<file path="config.mk">
export PLATFORM = sky130hd
export DESIGN_NAME = ram_byteena_clr
export DESIGN_NICKNAME = d
export VERILOG_FILES = /design/src/rtl/ram_pkg.sv /design/src/rtl/ram_byteena_core.sv /design/src/rtl/ram_byteena_clr.sv
export SDC_FILE = /design/constraint.sdc
export NUM_CORES = 2
export LEC_CHECK = 0
export BUFFER_PORTS_ARGS = -buffer_cell sky130_fd_sc_hd__buf_2
export CAP_MARGIN = 20
export CORE_ASPECT_RATIO = 1.4
export CORE_UTILIZATION = 30
export DETAILED_ROUTE_END_ITERATION = 16
export MAX_ROUTING_LAYER = met4
export PLACE_DENSITY = 0.53
export SKIP_LAST_GASP = 1
export SYNTH_ARGS = -nofsm -noshare
export SYNTH_HDL_FRONTEND = slang
export SYNTH_SLANG_ARGS = --single-unit
</file>
<file path="constraint.sdc">
create_clock -name clk -period 7.6 [get_ports clk]
set_input_delay 0.38 -clock clk [delete_from_list [all_inputs] [get_ports clk]]
set_output_delay 0.38 -clock clk [all_outputs]
set_load 0.05 [all_outputs]
</file>
<file path="src/rtl/ram_pkg.sv">
// Shared definitions for the byte-enable RAM family: lane width, FSM encoding
// and the data-width helper.
package ram_pkg;

    localparam int unsigned BYTE_W = 8;

    typedef enum logic {
        StClear = 1'b0,
        StReady = 1'b1
    } state_e;

    function automatic int unsigned data_width(input int unsigned num_bytes);
        return num_bytes * BYTE_W;
    endfunction

endpackage

</file>
<file path="src/rtl/ram_byteena_core.sv">
// Storage array: one write port with per-lane enables, one synchronous read port.
// Read returns pre-write contents when both ports hit the same address.
module ram_byteena_core
    import ram_pkg::*;
#(
    parameter int unsigned NUM_BYTES  = 2,
    parameter int unsigned ADDR_WIDTH = 8
) (
    input  logic                                clk_i,
    input  logic                                rst_i,
    input  logic                                we_i,
    input  logic [NUM_BYTES-1:0]                be_i,
    input  logic [ADDR_WIDTH-1:0]               waddr_i,
    input  logic [data_width(NUM_BYTES)-1:0]    wdata_i,
    input  logic                                re_i,
    input  logic [ADDR_WIDTH-1:0]               raddr_i,
    output logic [data_width(NUM_BYTES)-1:0]    rdata_o
);

    localparam int unsigned Depth = 1 << ADDR_WIDTH;
    localparam int unsigned DataW = data_width(NUM_BYTES);

    logic [DataW-1:0] mem_q [Depth];
    logic [DataW-1:0] rdata_q;

    always_ff @(posedge clk_i) begin
        if (we_i) begin
            for (int unsigned i = 0; i < NUM_BYTES; i++) begin
                if (be_i[i]) begin
                    mem_q[waddr_i][i*BYTE_W +: BYTE_W] <= wdata_i[i*BYTE_W +: BYTE_W];
                end
            end
        end
    end

    always_ff @(posedge clk_i) begin
        if (rst_i) begin
            rdata_q <= '0;
        end else if (re_i) begin
            rdata_q <= mem_q[raddr_i];
        end
    end

    assign rdata_o = rdata_q;

endmodule

</file>
<file path="src/rtl/ram_byteena_clr.sv">
// Byte-enable RAM with separate read port, optional output register, same-address
// read-during-write forwarding and a clear engine that zeroes the array.
module ram_byteena_clr
    import ram_pkg::*;
#(
    parameter int unsigned NUM_BYTES  = 2,
    parameter int unsigned ADDR_WIDTH = 8,
    parameter int unsigned OUT_REG    = 1
) (
    input  logic                                clk,
    input  logic                                rst,
    input  logic                                clr,
    input  logic                                we,
    input  logic [NUM_BYTES-1:0]                byte_ena,
    input  logic [ADDR_WIDTH-1:0]               wr_addr,
    input  logic [data_width(NUM_BYTES)-1:0]    data_in,
    input  logic                                re,
    input  logic [ADDR_WIDTH-1:0]               rd_addr,
    output logic [data_width(NUM_BYTES)-1:0]    data_out,
    output logic                                rd_valid,
    output logic                                ready
);

    localparam int unsigned DataW = data_width(NUM_BYTES);

    state_e                  state_q, state_d;
    logic [ADDR_WIDTH-1:0]   clr_cnt_q, clr_cnt_d;
    logic                    clearing, rd_acc, wr_acc;

    logic                    core_we;
    logic [NUM_BYTES-1:0]    core_be;
    logic [ADDR_WIDTH-1:0]   core_waddr;
    logic [DataW-1:0]        core_wdata, core_rdata;

    logic                    rd_v1_q;
    logic [NUM_BYTES-1:0]    fwd_mask_q;
    logic [DataW-1:0]        fwd_data_q;
    logic [DataW-1:0]        rd_merged;

    always_comb begin
        state_d   = state_q;
        clr_cnt_d = clr_cnt_q;
        clearing  = 1'b0;
        rd_acc    = 1'b0;
        wr_acc    = 1'b0;
        unique case (state_q)
            StClear: begin
                clearing  = 1'b1;
                clr_cnt_d = clr_cnt_q + ADDR_WIDTH'(1);
                if (clr_cnt_q == '1) begin
                    state_d = StReady;
                end
            end
            StReady: begin
                if (clr) begin
                    state_d   = StClear;
                    clr_cnt_d = '0;
                end else begin
                    rd_acc = re;
                    wr_acc = we;
                end
            end
        endcase
        // Reset edge must not touch the array or start a read.
        if (rst) begin
            clearing = 1'b0;
            rd_acc   = 1'b0;
            wr_acc   = 1'b0;
        end
    end

    always_ff @(posedge clk) begin
        if (rst) begin
            state_q   <= StClear;
            clr_cnt_q <= '0;
        end else begin
            state_q   <= state_d;
            clr_cnt_q <= clr_cnt_d;
        end
    end

    assign ready = (state_q == StReady);

    assign core_we    = clearing | wr_acc;
    assign core_be    = clearing ? '1 : byte_ena;
    assign core_waddr = clearing ? clr_cnt_q : wr_addr;
    assign core_wdata = clearing ? '0 : data_in;

    ram_byteena_core #(
        .NUM_BYTES  (NUM_BYTES),
        .ADDR_WIDTH (ADDR_WIDTH)
    ) u_core (
        .clk_i   (clk),
        .rst_i   (rst),
        .we_i    (core_we),
        .be_i    (core_be),
        .waddr_i (core_waddr),
        .wdata_i (core_wdata),
        .re_i    (rd_acc),
        .raddr_i (rd_addr),
        .rdata_o (core_rdata)
    );

    // Lanes written in the same cycle as the read are patched in after the array.
    always_ff @(posedge clk) begin
        if (rst) begin
            rd_v1_q    <= 1'b0;
            fwd_mask_q <= '0;
            fwd_data_q <= '0;
        end else begin
            rd_v1_q <= rd_acc;
            if (rd_acc) begin
                fwd_mask_q <= (wr_acc && (wr_addr == rd_addr)) ? byte_ena : '0;
                fwd_data_q <= data_in;
            end
        end
    end

    always_comb begin
        rd_merged = core_rdata;
        for (int unsigned i = 0; i < NUM_BYTES; i++) begin
            if (fwd_mask_q[i]) begin
                rd_merged[i*BYTE_W +: BYTE_W] = fwd_data_q[i*BYTE_W +: BYTE_W];
            end
        end
    end

    if (OUT_REG != 0) begin : g_out_reg
        logic [DataW-1:0] dout_q;
        logic             vld_q;

        always_ff @(posedge clk) begin
            if (rst) begin
                dout_q <= '0;
                vld_q  <= 1'b0;
            end else begin
                vld_q <= rd_v1_q;
                if (rd_v1_q) begin
                    dout_q <= rd_merged;
                end
            end
        end

        assign data_out = dout_q;
        assign rd_valid = vld_q;
    end else begin : g_out_comb
        assign data_out = rd_merged;
        assign rd_valid = rd_v1_q;
    end

endmodule

</file>
[After elaboration in Yosys (flattened, before gate mapping)]
Memory sizes are Yosys's and may differ from the RTL's. A register that Yosys moved wholly into a read port is not among the register bits.
Index checks and enable logic that the tools add are counted.
Cells by class
  mux-type cells: 25
  reduce and logical (&&, ||, !) cells: 1
  add/sub/neg operators: 1
  equality and inequality tests: 3
  bitwise logic cells: 2
Operator list (number)
  8-bit 2-to-1 mux: 4
  1-bit 2-to-1 mux: 16
  16-bit 2-to-1 mux: 1
  8-bit case mux with 2 select lines: 1
  8-bit by 1-bit adder with 8-bit output, second input constant: 1
  8-bit equality test: 1
  8-bit equality test, second input constant: 1
  2-bit 2-to-1 mux: 2
  2-bit != test, second input constant: 1
  1-bit case mux with 2 select lines: 1
  1-bit logical AND: 1
  1-bit NOT: 1
  1-bit bitwise OR: 1
Storage, ports and cells
  bits in writable memories: 4096
  output and inout bits: 18
  memories kept: 1
  logic and storage cells: 40
  input port bits: 39
  register bits after elaboration: 45
Memories
  u_core.mem_q: depth 256, bits a word 16, rd ports 1, clocked after memory_dff 1, wr ports 1, line ram_byteena_core.sv:23  | logic [DataW-1:0] mem_q [Depth];

[Logic depth before layout (Yosys ltp)]
  depth after elaboration: 6
  mapped depth: 13
  depth with buffers taken out: 7

[Hierarchy]
A second synthesis with hierarchy kept.
Second synthesis, totals
  cells, all modules: 8090
  area total of the unflattened synthesis: 162273.1 µm²
By module, submodules not included
  ram_byteena_core: times used 1, seq. area each 123318.3 µm², cells an instance 7846, area each 160043.5 µm²
  ram_byteena_clr: times used 1, seq. area each 900.9 µm², cells an instance 244, area each 2229.6 µm²

[Worst setup path after synthesis]
No wires, ideal clock.
  path type: register to register
  start point: reg state_q (netlist: ready)
  end point: mem u_core.mem_q[0][10] (netlist bit) (data pin)
  arrival time: 5281 ps
  cell stages (with the launch flop): 8
  data required time: 6730 ps
  path slack: 1449 ps
  cells stage by stage: dfxtp_1 > clkbuf_1 > or2_2 > clkbuf_1 > clkbuf_1 > clkbuf_1 > clkbuf_1 > and2_1
Between the ends
  longest elaborated chain between the ends: 3
RTL lines
  start: declaration: line ram_byteena_clr.sv:26  | state_e state_q, state_d;
  start signal: assignment: line ram_byteena_clr.sv:74  | state_q <= StClear;
  start signal: assignment: line ram_byteena_clr.sv:77  | state_q <= state_d;
  1-bit 2-to-1 mux: line ram_byteena_clr.sv:46  | unique case (state_q)
  1-bit 2-to-1 mux: line ram_byteena_clr.sv:65  | if (rst) begin
  16-bit 2-to-1 mux: line ram_byteena_clr.sv:87  | assign core_wdata = clearing ? '0 : data_in;
  via core_wdata[10]: line ram_byteena_clr.sv:33  | logic [DataW-1:0] core_wdata, core_rdata;
  end: declaration: line ram_byteena_core.sv:23
The timed path passes the listed nets, and every way through them passes these cells.

[Worst setup path after layout]
  start point: reg state_q (netlist: ready)
  end point: reg u_core.rdata_q[15] (netlist: u_core.rdata_o[15]) (read register of u_core.mem_q)
Between the ends
  longest elaborated chain between the ends: 2
RTL lines
  1-bit 2-to-1 mux: line ram_byteena_clr.sv:46
  1-bit 2-to-1 mux: line ram_byteena_clr.sv:65
  end: declaration: line ram_byteena_core.sv:24  | logic [DataW-1:0] rdata_q;
No other way between the ends.
A chain may end at the register's enable or synchronous reset.

==> reports/metrics.json <==
{
  "cp_slowest_stage_delay_ps": 1230,
  "report.final.hold_viol_count": 0,
  "slew_headroom_pct": 19.1,
  "fmax_mhz": 173,
  "die_height_um": 873,
  "start_kind": "flip-flop",
  "critical_path_buf_inv_count": 1,
  "cts-root-buf": "sky130_fd_sc_hd__clkbuf_16",
  "placed_cells_incl_taps": 15142,
  "layout_commonest_cell": "sky130_fd_sc_hd__edfxtp_1",
  "cts.htree.levels": 5,
  "final.period_utilization_pct": 76.1,
  "grt_max_degree": 167,
  "sequential_cell_area_um2": 124000,
  "timing.final.setup_violations": 0,
  "synth_largest_area_cell": "sky130_fd_sc_hd__edfxtp_1",
  "synth-main-ff-cell": "sky130_fd_sc_hd__edfxtp_1",
  "num-fill-cells": 50408,
  "clock-skew-final_ps": 53.4,
  "syn-cell-area_um2": 163000,
  "synth-seq-area-share_pct": 76.3,
  "setup_repair_after_global_routing_missed_its_margin": "false",
  "num_io_pins": 57,
  "std_cell_rows": 319,
  "final_max_slew_viol_count": 0,
  "seq_cells_post_synth": 4157,
  "power.leakage_nw": 57.3,
  "vias_per_cell": 5.14,
  "ratio_of_cells_with_drive_above_1_in_the_final_layout_pct": 18.0,
  "grt_first_pass_wirelength_mm": 666,
  "global_route_usage_sum_pct": 17.7,
  "post_synth_mux_area_share_pct": 14.5,
  "main_combinational_cell_family_by_area_after_synthesis": "multiplexers",
  "route.antenna.remaining_nets": 0,
  "tritoncts_sink_count": 4157,
  "port_buffers": 56,
  "post_synth_xor_area_fraction_pct": 0.0431,
  "run_status": "finished, final reports clean",
  "critical_path.cell_chain": "nand3b_1 -> nor2_1 -> nand2_1 -> nor3_1 -> nand4_1 -> a2111oi_2 -> buf_4 -> a221o_1",
  "drt-initial-drc-count": 7863,
  "yosys.area_share.adder_pct": 0.00769,
  "tightestPinTransition_ps": 1210,
  "dieArea_um2": 545000,
  "finalWeightedCongestion": 0.844,
  "edff_count_synth": 4096,
  "max_cap_violations": 0,
  "worst_skew_pair.late_latency_ps": 980,
  "worst_setup_path_end_kind": "flip-flop",
  "worst-setup-path-type": "reg2reg",
  "synth-compound-area-share_pct": 3.85,
  "place_hpwl_mm": 299,
  "chipWidth_um": 624,
  "syn-num-nets": 8208,
  "initial_utilization_pct": 30.2,
  "core_area_um2": 540000,
  "routed_wl_mm": 479,
  "setup_tns_ps": 0,
  "globalRoute.totalOverflow": 0,
  "power.density_cell_area_nw_per_um2": 255,
  "drt_drc_violations_left": 0,
  "post_synth_main_area_contributors": "sky130_fd_sc_hd__edfxtp_1, sky130_fd_sc_hd__mux4_2, sky130_fd_sc_hd__mux2i_1",
  "drt-pass1-iter-count": 6,
  "routed_wire_length_per_instance_um": 30.2,
  "synth_area_per_cell_um2": 19.9,
  "areaGrowthSynthToFinish_pct": 12.6,
  "syn-instance-count": 8168,
  "critical_path.top_delay_family": "simple AND/OR/NAND/NOR gates",
  "area_occupied_by_multi_input_gates_um2": 35100,
  "first_global_vias": 84388,
  "cp_slowest_cell": "sky130_fd_sc_hd__nor2_1",
  "timing.critical_path.required_ps": 8530,
  "yosysUniqueCellTypes": 68,
  "path_max_fanout": 21,
  "ctsLongestPathBuffers": 4,
  "design.final.nets": 8348,
  "number_of_antenna_violations_at_the_first_check_in_global_routing": 29,
  "cts.reportedPaths.clkPinSlew_ps": 80,
  "instances_no_fill": 15868,
  "type_of_the_worst_min_delay_path": "in2reg",
  "synth-simple-area-share_pct": 3.00,
  "layout_common_cells": "sky130_fd_sc_hd__edfxtp_1, sky130_fd_sc_hd__mux2i_1, sky130_fd_sc_hd__mux4_2, sky130_fd_sc_hd__nor2_1, sky130_fd_sc_hd__clkbuf_16",
  "vias": 81566,
  "async_reset_ff_share_pct": 0,
  "cts-buffers-inserted": 365,
  "post_cts_buffers": 0,
  "synth_top_area_share_pct": 75.6,
  "clock_tree_from_tritoncts": "done",
  "final.min_clock_period_ps": 5780,
  "worstPathArrival_ps": 6710,
  "count_of_warnings_emitted_by_yosys": 0,
  "ir_worst_vdd_mv": 0.185
}
## through the flow
step	area [um2]	hold slack, ps	total power (W)	utilization, %	setup WS [ps]
after detailed placement	171000	446	0.0281	31.7	1870
final	183000	109	0.0467	34.0	1820
after floorplan	163000	425	0.0271	-	1450
after CTS	183000	9.78	0.0470	33.9	1870
after global routing	183000	97.7	0.0478	34.0	1690
after global placement	171000	441	0.0280	31.6	603
## synthesized netlist by cell type (all sizes together), types with 5 or more instances
master / number
a2111oi: 59
a211o: 13
a211oi: 84
a21oi: 140
a221oi: 37
a22o: 17
a22oi: 79
a31oi: 5
and2: 32
and3: 7
buf: 290
clkbuf: 232
dfxtp: 61
edfxtp: 4096
inv: 6
mux2: 10
mux2i: 706
mux4: 713
nand2: 287
nand2b: 5
nand3: 43
nand3b: 18
nand4: 22
nor2: 598
nor2b: 23
nor3: 57
nor4: 20
o211ai: 16
o21ai: 109
o221ai: 121
o22ai: 192
o31ai: 6
or3: 9
or4: 8
xor2: 7
## routing by layer
layer  global-route usage, %  up-vias  share of wire [%]
met4                    7.09        0                4.6
met2                    30.8     3149                 52
met1                    20.5    43684                 38
met3                    2.42      771                5.8
met5                       -        -                  0
li1                        -    33962                  -
## timing repair
item                                   CTS  global route
hold buffers                            19             0
resized for setup                        0             0
endpoints found under the hold margin   99             0
## power breakdown
part | internal [W] | switching (W)
Sequential | 0.0252 | 0.00000918
Clock | 0.0107 | 0.00846
Combinational | 0.000684 | 0.00166
Total | 0.0366 | 0.0101
## final timing paths
check,start,endpoint,slack [ps],cells after the start
worst min register to register,fwd_data_q[7]$_SDFFE_PP0P_,fwd_data_q[7]$_SDFFE_PP0P_,450,2
worst max-delay path,ready$_SDFF_PP0_,u_core.rdata_o[15]$_SDFFE_PP0P_,1820,8
worst min-delay path,rst,fwd_mask_q[0]$_SDFFE_PP0P_,110,2
worst max register to register,ready$_SDFF_PP0_,u_core.rdata_o[15]$_SDFFE_PP0P_,1820,8
## sequential cells by signal (all words and copies together) (netlist names)
name,count
u_core.mem_q,4096
data_out,16
fwd_data_q,16
u_core.rdata_o,16
clr_cnt_q,8
fwd_mask_q,2
rd_v1_q,1
rd_valid,1
ready,1
## layout make-up
type	count	area share, %
flip-flops and latches	4157	67.8
repair buffers	296	1.48
diodes	37	0.0505
clock inverters	233	1.32
inverters	8	0.0212
multi-input cells	3480	19.1
well taps	7222	4.93
clock buffers	435	5.30
## logic make-up (layout without fill, tap and decap cells)
group / count (synthesis) / after routing
buf+inv: 531 / 972
fa+ha+maj: 1 / 1
flops: 4157 / 4157
compound gates: 898 / 898
simple gates: 1144 / 1144
xor+xnor: 8 / 8
mux: 1429 / 1429
other cells: 0 / 37
(Power assumes the default switching activity.)
